<file path="src/rtl/fpga_mode_pkg.sv">
`default_nettype none
// ============================================================================
// Module      : fpga_mode_pkg
// Description : Shared types and constants for the FPGA mode switch.
// Revision    : 1.0 - initial release
// ============================================================================
package fpga_mode_pkg;

    typedef enum logic [1:0] {
        RUN     = 2'd0,
        QUIESCE = 2'd1,
        SWITCH  = 2'd2,
        SETTLE  = 2'd3
    } state_t;

    localparam int MODE_HF = 0;
    localparam int MODE_LF = 1;

    localparam logic [63:0] SAFE_VAL_DEFAULT = 64'd0;

    // Width that holds the largest of the three interval counts without wrapping.
    function automatic int cnt_width(input int a, input int b, input int c);
        int m;
        m = a;
        if (b > m) m = b;
        if (c > m) m = c;
        return $clog2(m + 1);
    endfunction

endpackage
`default_nettype wire

</file>
<file path="src/rtl/fpga_mode_switch_if.sv">
`default_nettype none
// ============================================================================
// Module      : fpga_mode_switch_if
// Description : Pin/core-side signal bundle of the FPGA mode switch.
// Revision    : 1.0 - initial release
// ============================================================================
interface fpga_mode_switch_if #(
    parameter int NUM_MODES = 2,
    parameter int OUT_W     = 16,
    parameter int IN_W      = 8,
    parameter int SEL_W     = $clog2(NUM_MODES)
) ();
    logic [SEL_W-1:0]          mode_req;
    logic [NUM_MODES*OUT_W-1:0] mod_out;
    logic [IN_W-1:0]           pin_in;
    logic [OUT_W-1:0]          pin_out;
    logic [NUM_MODES*IN_W-1:0] mod_in;
    logic [NUM_MODES-1:0]      mod_en;
    logic [SEL_W-1:0]          mode_cur;
    logic                      switching;
    logic                      err_bad_mode;

    modport slave (
        input  mode_req, mod_out, pin_in,
        output pin_out, mod_in, mod_en, mode_cur, switching, err_bad_mode
    );

    modport master (
        output mode_req, mod_out, pin_in,
        input  pin_out, mod_in, mod_en, mode_cur, switching, err_bad_mode
    );
endinterface
`default_nettype wire

</file>
<file path="src/rtl/fpga_mode_switch_sync_debounce.sv">
`default_nettype none
// ============================================================================
// Module      : mode_req_sync_debounce
// Description : 2-flop synchroniser plus debounce of the mode request; emits a
//               one-cycle acceptance pulse with the accepted value.
// Revision    : 1.0 - initial release
// ============================================================================
module mode_req_sync_debounce #(
    parameter int SEL_W        = 1,
    parameter int DEBOUNCE_CYC = 64
) (
    input  wire logic             ck_1356meg,
    input  wire logic             reset,
    input  wire logic [SEL_W-1:0] mode_req,
    output logic                  acc_vld,
    output logic [SEL_W-1:0]      acc_val
);
    logic [SEL_W-1:0] meta_q;
    logic [SEL_W-1:0] sync_q;
    logic [SEL_W-1:0] prev_q;
    logic             change;

    always_ff @(posedge ck_1356meg or posedge reset) begin
        if (reset) begin
            meta_q <= '0;
            sync_q <= '0;
            prev_q <= '0;
        end else begin
            meta_q <= mode_req;
            sync_q <= meta_q;
            prev_q <= sync_q;
        end
    end

    assign change  = (sync_q != prev_q);
    assign acc_val = sync_q;

    generate
        if (DEBOUNCE_CYC > 1) begin : g_debounce
            localparam int DW = $clog2(DEBOUNCE_CYC + 1);
            logic [DW-1:0] stable_q, stable_d;
            logic          armed_q, armed_d;
            logic          accept;

            // stable_d counts cycles the candidate has held, including this one.
            always_comb begin
                if (change)
                    stable_d = DW'(1);
                else if (stable_q == DW'(DEBOUNCE_CYC))
                    stable_d = stable_q;
                else
                    stable_d = stable_q + 1'b1;
                accept  = (change | armed_q) && (stable_d == DW'(DEBOUNCE_CYC));
                armed_d = (change | armed_q) & ~accept;
            end

            always_ff @(posedge ck_1356meg or posedge reset) begin
                if (reset) begin
                    stable_q <= '0;
                    armed_q  <= 1'b0;
                end else begin
                    stable_q <= stable_d;
                    armed_q  <= armed_d;
                end
            end

            assign acc_vld = accept;
        end else begin : g_direct
            assign acc_vld = change;
        end
    endgenerate
endmodule
`default_nettype wire

</file>
<file path="src/rtl/fpga_mode_switch.sv">
`default_nettype none
// ============================================================================
// Module      : fpga_mode_switch
// Description : Glitch-free pin mux between mode cores with quiesce/settle
//               sequencing. Define MODE_SWITCH_DEBOUNCE_EN to debounce requests.
// Revision    : 1.0 - initial release
// ============================================================================
module fpga_mode_switch
    import fpga_mode_pkg::*;
#(
    parameter int               NUM_MODES    = 2,
    parameter int               OUT_W        = 16,
    parameter int               IN_W         = 8,
    parameter int               SEL_W        = $clog2(NUM_MODES),
    parameter int               RESET_MODE   = MODE_HF,
    parameter logic [OUT_W-1:0] SAFE_VAL     = OUT_W'(SAFE_VAL_DEFAULT),
    parameter int               DEBOUNCE_CYC = 64,
    parameter int               GUARD_CYC    = 256,
    parameter int               SETTLE_CYC   = 32
) (
    input  wire logic         ck_1356meg,
    input  wire logic         reset,
    fpga_mode_switch_if.slave bus
);
    localparam int CNT_W = cnt_width(DEBOUNCE_CYC, GUARD_CYC, SETTLE_CYC);
`ifdef MODE_SWITCH_DEBOUNCE_EN
    localparam int DEB_EFF = DEBOUNCE_CYC;
`else
    localparam int DEB_EFF = 1;
`endif
    localparam logic [SEL_W:0] NUM_MODES_W = (SEL_W + 1)'(NUM_MODES);

    state_t             state_q, state_d;
    logic [CNT_W-1:0]   cnt_q, cnt_d;
    logic [SEL_W-1:0]   mode_cur_q, mode_cur_d;
    logic [SEL_W-1:0]   target_q, target_d;
    logic [SEL_W-1:0]   pend_q, pend_d;
    logic               pend_vld_q, pend_vld_d;
    logic               err_q, err_d;
    logic [OUT_W-1:0]   pin_out_q, pin_out_d;
    logic [NUM_MODES-1:0] mod_en_q, mod_en_d;

    logic               acc_vld;
    logic [SEL_W-1:0]   acc_val;
    logic               acc_ok;
    logic               req_vld;
    logic [SEL_W-1:0]   req_sel;

    mode_req_sync_debounce #(
        .SEL_W        (SEL_W),
        .DEBOUNCE_CYC (DEB_EFF)
    ) u_sync_debounce (
        .ck_1356meg (ck_1356meg),
        .reset      (reset),
        .mode_req   (bus.mode_req),
        .acc_vld    (acc_vld),
        .acc_val    (acc_val)
    );

    assign acc_ok = acc_vld && ({1'b0, acc_val} < NUM_MODES_W);

    always_ff @(posedge ck_1356meg or posedge reset) begin
        if (reset) begin
            state_q    <= SETTLE;
            cnt_q      <= CNT_W'(SETTLE_CYC);
            mode_cur_q <= SEL_W'(RESET_MODE);
            target_q   <= SEL_W'(RESET_MODE);
            pend_q     <= '0;
            pend_vld_q <= 1'b0;
            err_q      <= 1'b0;
            pin_out_q  <= SAFE_VAL;
            mod_en_q   <= '0;
        end else begin
            state_q    <= state_d;
            cnt_q      <= cnt_d;
            mode_cur_q <= mode_cur_d;
            target_q   <= target_d;
            pend_q     <= pend_d;
            pend_vld_q <= pend_vld_d;
            err_q      <= err_d;
            pin_out_q  <= pin_out_d;
            mod_en_q   <= mod_en_d;
        end
    end

    always_comb begin
        state_d    = state_q;
        cnt_d      = cnt_q;
        mode_cur_d = mode_cur_q;
        target_d   = target_q;
        pend_d     = pend_q;
        pend_vld_d = pend_vld_q;
        err_d      = err_q | (acc_vld & ~acc_ok);
        // A fresh acceptance outranks an older pending request.
        req_vld    = acc_ok | pend_vld_q;
        req_sel    = acc_ok ? acc_val : pend_q;
        case (state_q)
            RUN: begin
                pend_vld_d = 1'b0;
                if (req_vld && (req_sel != mode_cur_q)) begin
                    target_d = req_sel;
                    state_d  = QUIESCE;
                    cnt_d    = CNT_W'(GUARD_CYC);
                end
            end
            QUIESCE: begin
                if (cnt_q <= CNT_W'(1)) begin
                    state_d    = SWITCH;
                    mode_cur_d = target_q;
                end else begin
                    cnt_d = cnt_q - 1'b1;
                end
            end
            SWITCH: begin
                state_d = SETTLE;
                cnt_d   = CNT_W'(SETTLE_CYC);
            end
            SETTLE: begin
                if (cnt_q <= CNT_W'(1))
                    state_d = RUN;
                else
                    cnt_d = cnt_q - 1'b1;
            end
            default: begin
                state_d = SETTLE;
                cnt_d   = CNT_W'(SETTLE_CYC);
            end
        endcase
        if ((state_q != RUN) && acc_ok) begin
            pend_vld_d = 1'b1;
            pend_d     = acc_val;
        end
    end

    // Outputs follow the next state so pins and enables change on the same edge.
    always_comb begin
        pin_out_d = SAFE_VAL;
        mod_en_d  = '0;
        if (state_d == RUN)
            pin_out_d = bus.mod_out[int'(mode_cur_d) * OUT_W +: OUT_W];
        if ((state_d == RUN) || (state_d == SETTLE))
            mod_en_d = NUM_MODES'(1) << mode_cur_d;
    end

    generate
        for (genvar i = 0; i < NUM_MODES; i++) begin : g_mod_in
            assign bus.mod_in[i*IN_W +: IN_W] = bus.pin_in & {IN_W{mod_en_q[i]}};
        end
    endgenerate

    assign bus.pin_out      = pin_out_q;
    assign bus.mod_en       = mod_en_q;
    assign bus.mode_cur     = mode_cur_q;
    assign bus.switching    = (state_q != RUN);
    assign bus.err_bad_mode = err_q;
endmodule
`default_nettype wire

</file>
<file path="src/flat_wrapper.sv">
// flat-port wrapper written by rule: the top's interface ports become plain ports
module fpga_mode_switch_flat import fpga_mode_pkg::*;
#(
    parameter int               NUM_MODES    = 2,
    parameter int               OUT_W        = 16,
    parameter int               IN_W         = 8,
    parameter int               SEL_W        = $clog2(NUM_MODES),
    parameter int               RESET_MODE   = MODE_HF,
    parameter logic [OUT_W-1:0] SAFE_VAL     = OUT_W'(SAFE_VAL_DEFAULT),
    parameter int               DEBOUNCE_CYC = 64,
    parameter int               GUARD_CYC    = 256,
    parameter int               SETTLE_CYC   = 32
)
  (ck_1356meg, reset, bus_mode_req, bus_mod_out, bus_pin_in, bus_pin_out, bus_mod_in, bus_mod_en, bus_mode_cur, bus_switching, bus_err_bad_mode);
  fpga_mode_switch_if #(.NUM_MODES(NUM_MODES), .OUT_W(OUT_W), .IN_W(IN_W), .SEL_W(SEL_W)) bus_i ();
  input  wire logic ck_1356meg;
  input  wire logic reset;
  input wire logic [$bits(bus_i.mode_req)-1:0] bus_mode_req;
  input wire logic [$bits(bus_i.mod_out)-1:0] bus_mod_out;
  input wire logic [$bits(bus_i.pin_in)-1:0] bus_pin_in;
  output wire logic [$bits(bus_i.pin_out)-1:0] bus_pin_out;
  output wire logic [$bits(bus_i.mod_in)-1:0] bus_mod_in;
  output wire logic [$bits(bus_i.mod_en)-1:0] bus_mod_en;
  output wire logic [$bits(bus_i.mode_cur)-1:0] bus_mode_cur;
  output wire logic [$bits(bus_i.switching)-1:0] bus_switching;
  output wire logic [$bits(bus_i.err_bad_mode)-1:0] bus_err_bad_mode;
  assign bus_i.mode_req = bus_mode_req;
  assign bus_i.mod_out = bus_mod_out;
  assign bus_i.pin_in = bus_pin_in;
  assign bus_pin_out = bus_i.pin_out;
  assign bus_mod_in = bus_i.mod_in;
  assign bus_mod_en = bus_i.mod_en;
  assign bus_mode_cur = bus_i.mode_cur;
  assign bus_switching = bus_i.switching;
  assign bus_err_bad_mode = bus_i.err_bad_mode;
  fpga_mode_switch #(.NUM_MODES(NUM_MODES), .OUT_W(OUT_W), .IN_W(IN_W), .SEL_W(SEL_W), .RESET_MODE(RESET_MODE), .SAFE_VAL(SAFE_VAL), .DEBOUNCE_CYC(DEBOUNCE_CYC), .GUARD_CYC(GUARD_CYC), .SETTLE_CYC(SETTLE_CYC)) u_core (.ck_1356meg(ck_1356meg), .reset(reset), .bus(bus_i));
endmodule
</file>
<file path="config.mk">
export PLATFORM = sky130hd
export DESIGN_NAME = fpga_mode_switch_flat
export DESIGN_NICKNAME = d
export VERILOG_FILES = /design/src/rtl/fpga_mode_pkg.sv /design/src/rtl/fpga_mode_switch_if.sv /design/src/rtl/fpga_mode_switch_sync_debounce.sv /design/src/rtl/fpga_mode_switch.sv /design/src/flat_wrapper.sv
export SDC_FILE = /design/constraint.sdc
export NUM_CORES = 1
export LEC_CHECK = 0
export CAP_MARGIN = 20
export CORE_MARGIN = 2
export CORE_UTILIZATION = 65
export CTS_BUF_LIST = sky130_fd_sc_hd__clkbuf_8
export DETAILED_ROUTE_END_ITERATION = 8
export DONT_BUFFER_PORTS = 1
export PLACE_DENSITY = 0.79
export RECOVER_POWER = 25
export SLEW_MARGIN = 15
export SYNTH_ARGS = -nofsm -noshare
export SYNTH_HDL_FRONTEND = slang
export SYNTH_SLANG_ARGS = --single-unit
</file>
<file path="constraint.sdc">
create_clock -name ck_1356meg -period 3.4 [get_ports ck_1356meg]
set_input_delay 0.68 -clock ck_1356meg [delete_from_list [all_inputs] [get_ports ck_1356meg]]
set_output_delay 0.68 -clock ck_1356meg [all_outputs]
set_load 0.05 [all_outputs]
</file>
==> key figures, run 1 <==
STA
  • Final hold viol count: 0
  • Final Critical Period: 2.94 ns
  • Max_slew headroom: 33.7%
  • Least-Margin Pin Slew: 0.994 ns
  • Final period util: 86.5%
  • Setup-failing EPs final: 0
  • Fin. max-slew vios: 0
  • Peak Freq: 340 MHz
  • Hold slack: 0.362 ns
  • RSZ-0062 raised after global routing: no
  • Setup Skew: 0.00497 ns
  • Total negative setup slack: 0 ns

CTS
  • Clock Sinks: 36
  • Reg clk slew, reported paths: 0.07 ns
  • Worst-Skew Late Latency: 0.30 ns
  • Postcts setup bufs: 0
  • CTS tree: built
  • H-tree levels: 2
  • Num CTS Buffers: 5
  • Clk Tree Root Cell: clkbuf_8
  • Bufs on Longest Clock Path: 2
  • Hold_buf cts: 0

Critical path
  • Slowest-stage cell, CP: nor2b_1
  • FF-to-FF path depth: 10
  • Worst setup path startpoint: u_core.cnt_q[1]
  • Worst Path Max Fanout: 15
  • CP Launch Type: flop
  • CP endpoint kind: flop
  • Kind of critical path: reg2reg
  • Worst path required time: 3.63 ns
  • Worst Setup EP: u_core.bus.pin_out[3]
  • Arr. time, crit path: 3.17 ns
  • Critical Path Max Stage Delay: 0.76 ns
  • Reg-to-Reg End: u_core.bus.pin_out[3]
  • R2r setup slk: 0.46 ns
  • RR Startpoint: u_core.cnt_q[1]
  • Crit-path cells: inv_1 -> ha_1 -> o21bai_1 -> and3_1 -> nand2_1 -> xor2_1 -> ha_1 -> nor2b_1 -> and3_1 -> a311o_1

Yosys
  • YS warnings: 0
  • Ys async rst share: 100%
  • Cells after synthesis: 237
  • Post-synthesis instance area: 2150 µm²
  • Syn avg cell area: 9.05 µm²
  • Post-synth EDFFs: 0
  • Post-synthesis net count: 283
  • Post-synthesis sequential area ratio: 42.2%
  • Ys flop type: dfrtp_1
  • #FFs+latches synth: 36
  • Synth unique cells: 45

Detailed routing
  • Post-route ant nets: 0
  • Pre-antenna DRT Iters: 4
  • Top layer reached by signal wires: met4
  • Vias per Instance: 6.56
  • Total wire length: 4.93 mm
  • M1 WL: 1.94 mm
  • Met3 WL post-DR: 490 µm
  • WL met2: 2.45 mm
  • Initial drt markers: 176
  • DRC: 0
  • Wire per inst: 17.9 µm
  • Routed vias: 1810

Place
  • Detailed Place HPWL: 3.45 mm
  • RD Place Congestion: 0.908
  • I/O Buffers: 0

Die
  • Initial Utilization: 69.2%
  • Die Ht: 61.5 µm
  • DIE AREA: 3780 µm²
  • I/O Pins: 80
  • Die X: 61.5 µm
  • # rows: 20
  • Core area: 3100 µm²

Finish
  • Area delta synth->final: 3.50%
  • # diodes: 0
  • Final net count: 277
  • Commonest non-fill, non-tap cell in the layout: nand2_1
  • Share of cells above drive strength 1: 9.05%
  • Most frequent cells in the layout: nand2_1, dfrtp_1, a21oi_1

Power and ir drop
  • Static leakage: 0.951 nW
  • Pwr dens: 663 nW/µm²
  • Max VDD drop: 440 µV

GRT
  • Number of global-route vias before repair: 1720
  • First-pass GRT wire length: 7.50 mm
  • Grt ovf: 0
  • Antenna violations before repair: 0
  • Pin count of the biggest net entering global routing: 50
  • All-Layer GR Usage: 26.9%

Min path
  • Hold WC Path Type: in2async

Run
  • Max-Cap Viols: 0

Status
  • Status: complete, no violations
-- what timing repair did --
action | in CTS | in global routing
hold endpoints to repair | 0 | 0
gates resized for setup | 0 | 1
endpoints found under the setup margin | 0 | 12
-- cells in the mapped netlist, drive strengths merged (5+ instances only) --
cell type	count	share of area (%)
inv	8	1.4
a21oi	22	5.1
nand2	35	6.1
nand2b	5	1.5
nand3	7	1.6
and2	20	5.8
buf	8	3.0
dfrtp	33	38
and3	16	4.7
a31oi	5	1.5
clkbuf	8	1.4
o21ai	6	1.4
a311o	15	7.0
-- layout make-up --
class / instances / area [µm²]
flip-flops and latches: 36 / 905
multi-input cells: 177 / 1120
fillers: 241 / 882
repair buffers: 3 / 18.8
inverters: 8 / 30.0
well taps: 44 / 55.1
clock inverters: 2 / 10.0
clock buffers: 6 / 82.6
-- worst max-delay path, delay by kind of cell, from the launching register on --
kind,cells,cell delay [ns]
AO/OA/AOI/OAI,2,0.29
AND/OR/NAND/NOR,4,1.46
buffers and inverters,1,0.11
XOR/XNOR,1,0.16
flip-flops,1,0.42
adder cells (fa/ha/maj),2,0.44
-- metal layers --
layer,GRT usage (%),up-vias
met5,0,-
met4,8.81,0
met3,9.24,7
met2,45.4,109
met1,32.3,857
li1,-,837
-- power by group --
group          switching (mW)  internal (mW)
clock network           0.156          0.162
logic                   0.290          0.163
registers               0.178          0.524
-- kinds of logic after synthesis --
logic type,after synthesis,synth area share (%)
adder cells (fa/ha/maj),4,2.22
AND/OR/NAND/NOR,105,27.2
buffers and inverters,24,5.77
XOR/XNOR,3,1.22
AO/OA/AOI/OAI,62,20.2
flip-flops,36,42.2
multiplexers,2,1.05
other,1,0.175
-- through the flow --
step	util, %	total power, mW	cells	setup slack [ns]	area [µm²]
after floorplan	-	1.07	237	0.718	2150
after global placement	68.6	1.13	268	0.560	2130
after detailed placement	68.6	1.15	268	0.353	2130
after CTS	71.6	1.47	276	0.325	2220
after global routing	71.6	1.56	276	0.149	2220
final	71.6	1.47	276	0.458	2220
-- worst min-delay path by stage --
stage / start / to / cells past startpoint
after floorplan: u_core.u_sync_debounce.meta_q / u_core.u_sync_debounce.acc_val / 0
after global placement: u_core.u_sync_debounce.meta_q / u_core.u_sync_debounce.acc_val / 0
after detailed placement: u_core.u_sync_debounce.meta_q / u_core.u_sync_debounce.acc_val / 0
after CTS: u_core.u_sync_debounce.meta_q / u_core.u_sync_debounce.acc_val / 0
after global routing: u_core.u_sync_debounce.meta_q / u_core.u_sync_debounce.acc_val / 0
final: reset / u_core.bus.pin_out[8] / 1
-- sequential cells by signal, summed over array words and instances, names as in the netlist --
signal,count
u_core.cnt_q,9
u_core.target_q,1
u_core.u_sync_debounce.prev_q,1
u_core.bus.mod_en,2
u_core.pend_vld_q,1
u_core.state_q,2
u_core.bus.mode_cur,1
u_core.pend_q,1
u_core.bus.pin_out,16
u_core.u_sync_debounce.acc_val,1
u_core.u_sync_debounce.meta_q,1
Note: power is estimated with default switching activity, not from simulation.
==> run 2: changes to the inputs <==
--- a/config.mk
+++ b/config.mk
@@ -5,7 +5,6 @@
 export SDC_FILE = /design/constraint.sdc
 export NUM_CORES = 1
 export LEC_CHECK = 0
-export CAP_MARGIN = 20
 export CORE_MARGIN = 2
 export CORE_UTILIZATION = 65
 export CTS_BUF_LIST = sky130_fd_sc_hd__clkbuf_8
==> results of run 2 <==
Final layout, timing and power as in run 1 (identical DEF).
==> run 3: changes to the inputs <==
--- a/config.mk
+++ b/config.mk
@@ -8,6 +8,7 @@
 export CORE_MARGIN = 2
 export CORE_UTILIZATION = 65
 export CTS_BUF_LIST = sky130_fd_sc_hd__clkbuf_8
+export CTS_CLUSTER_DIAMETER = 40
 export DETAILED_ROUTE_END_ITERATION = 8
 export DONT_BUFFER_PORTS = 1
 export PLACE_DENSITY = 0.79
==> results of run 3 <==
Final layout, timing and power as in run 1 (identical DEF).
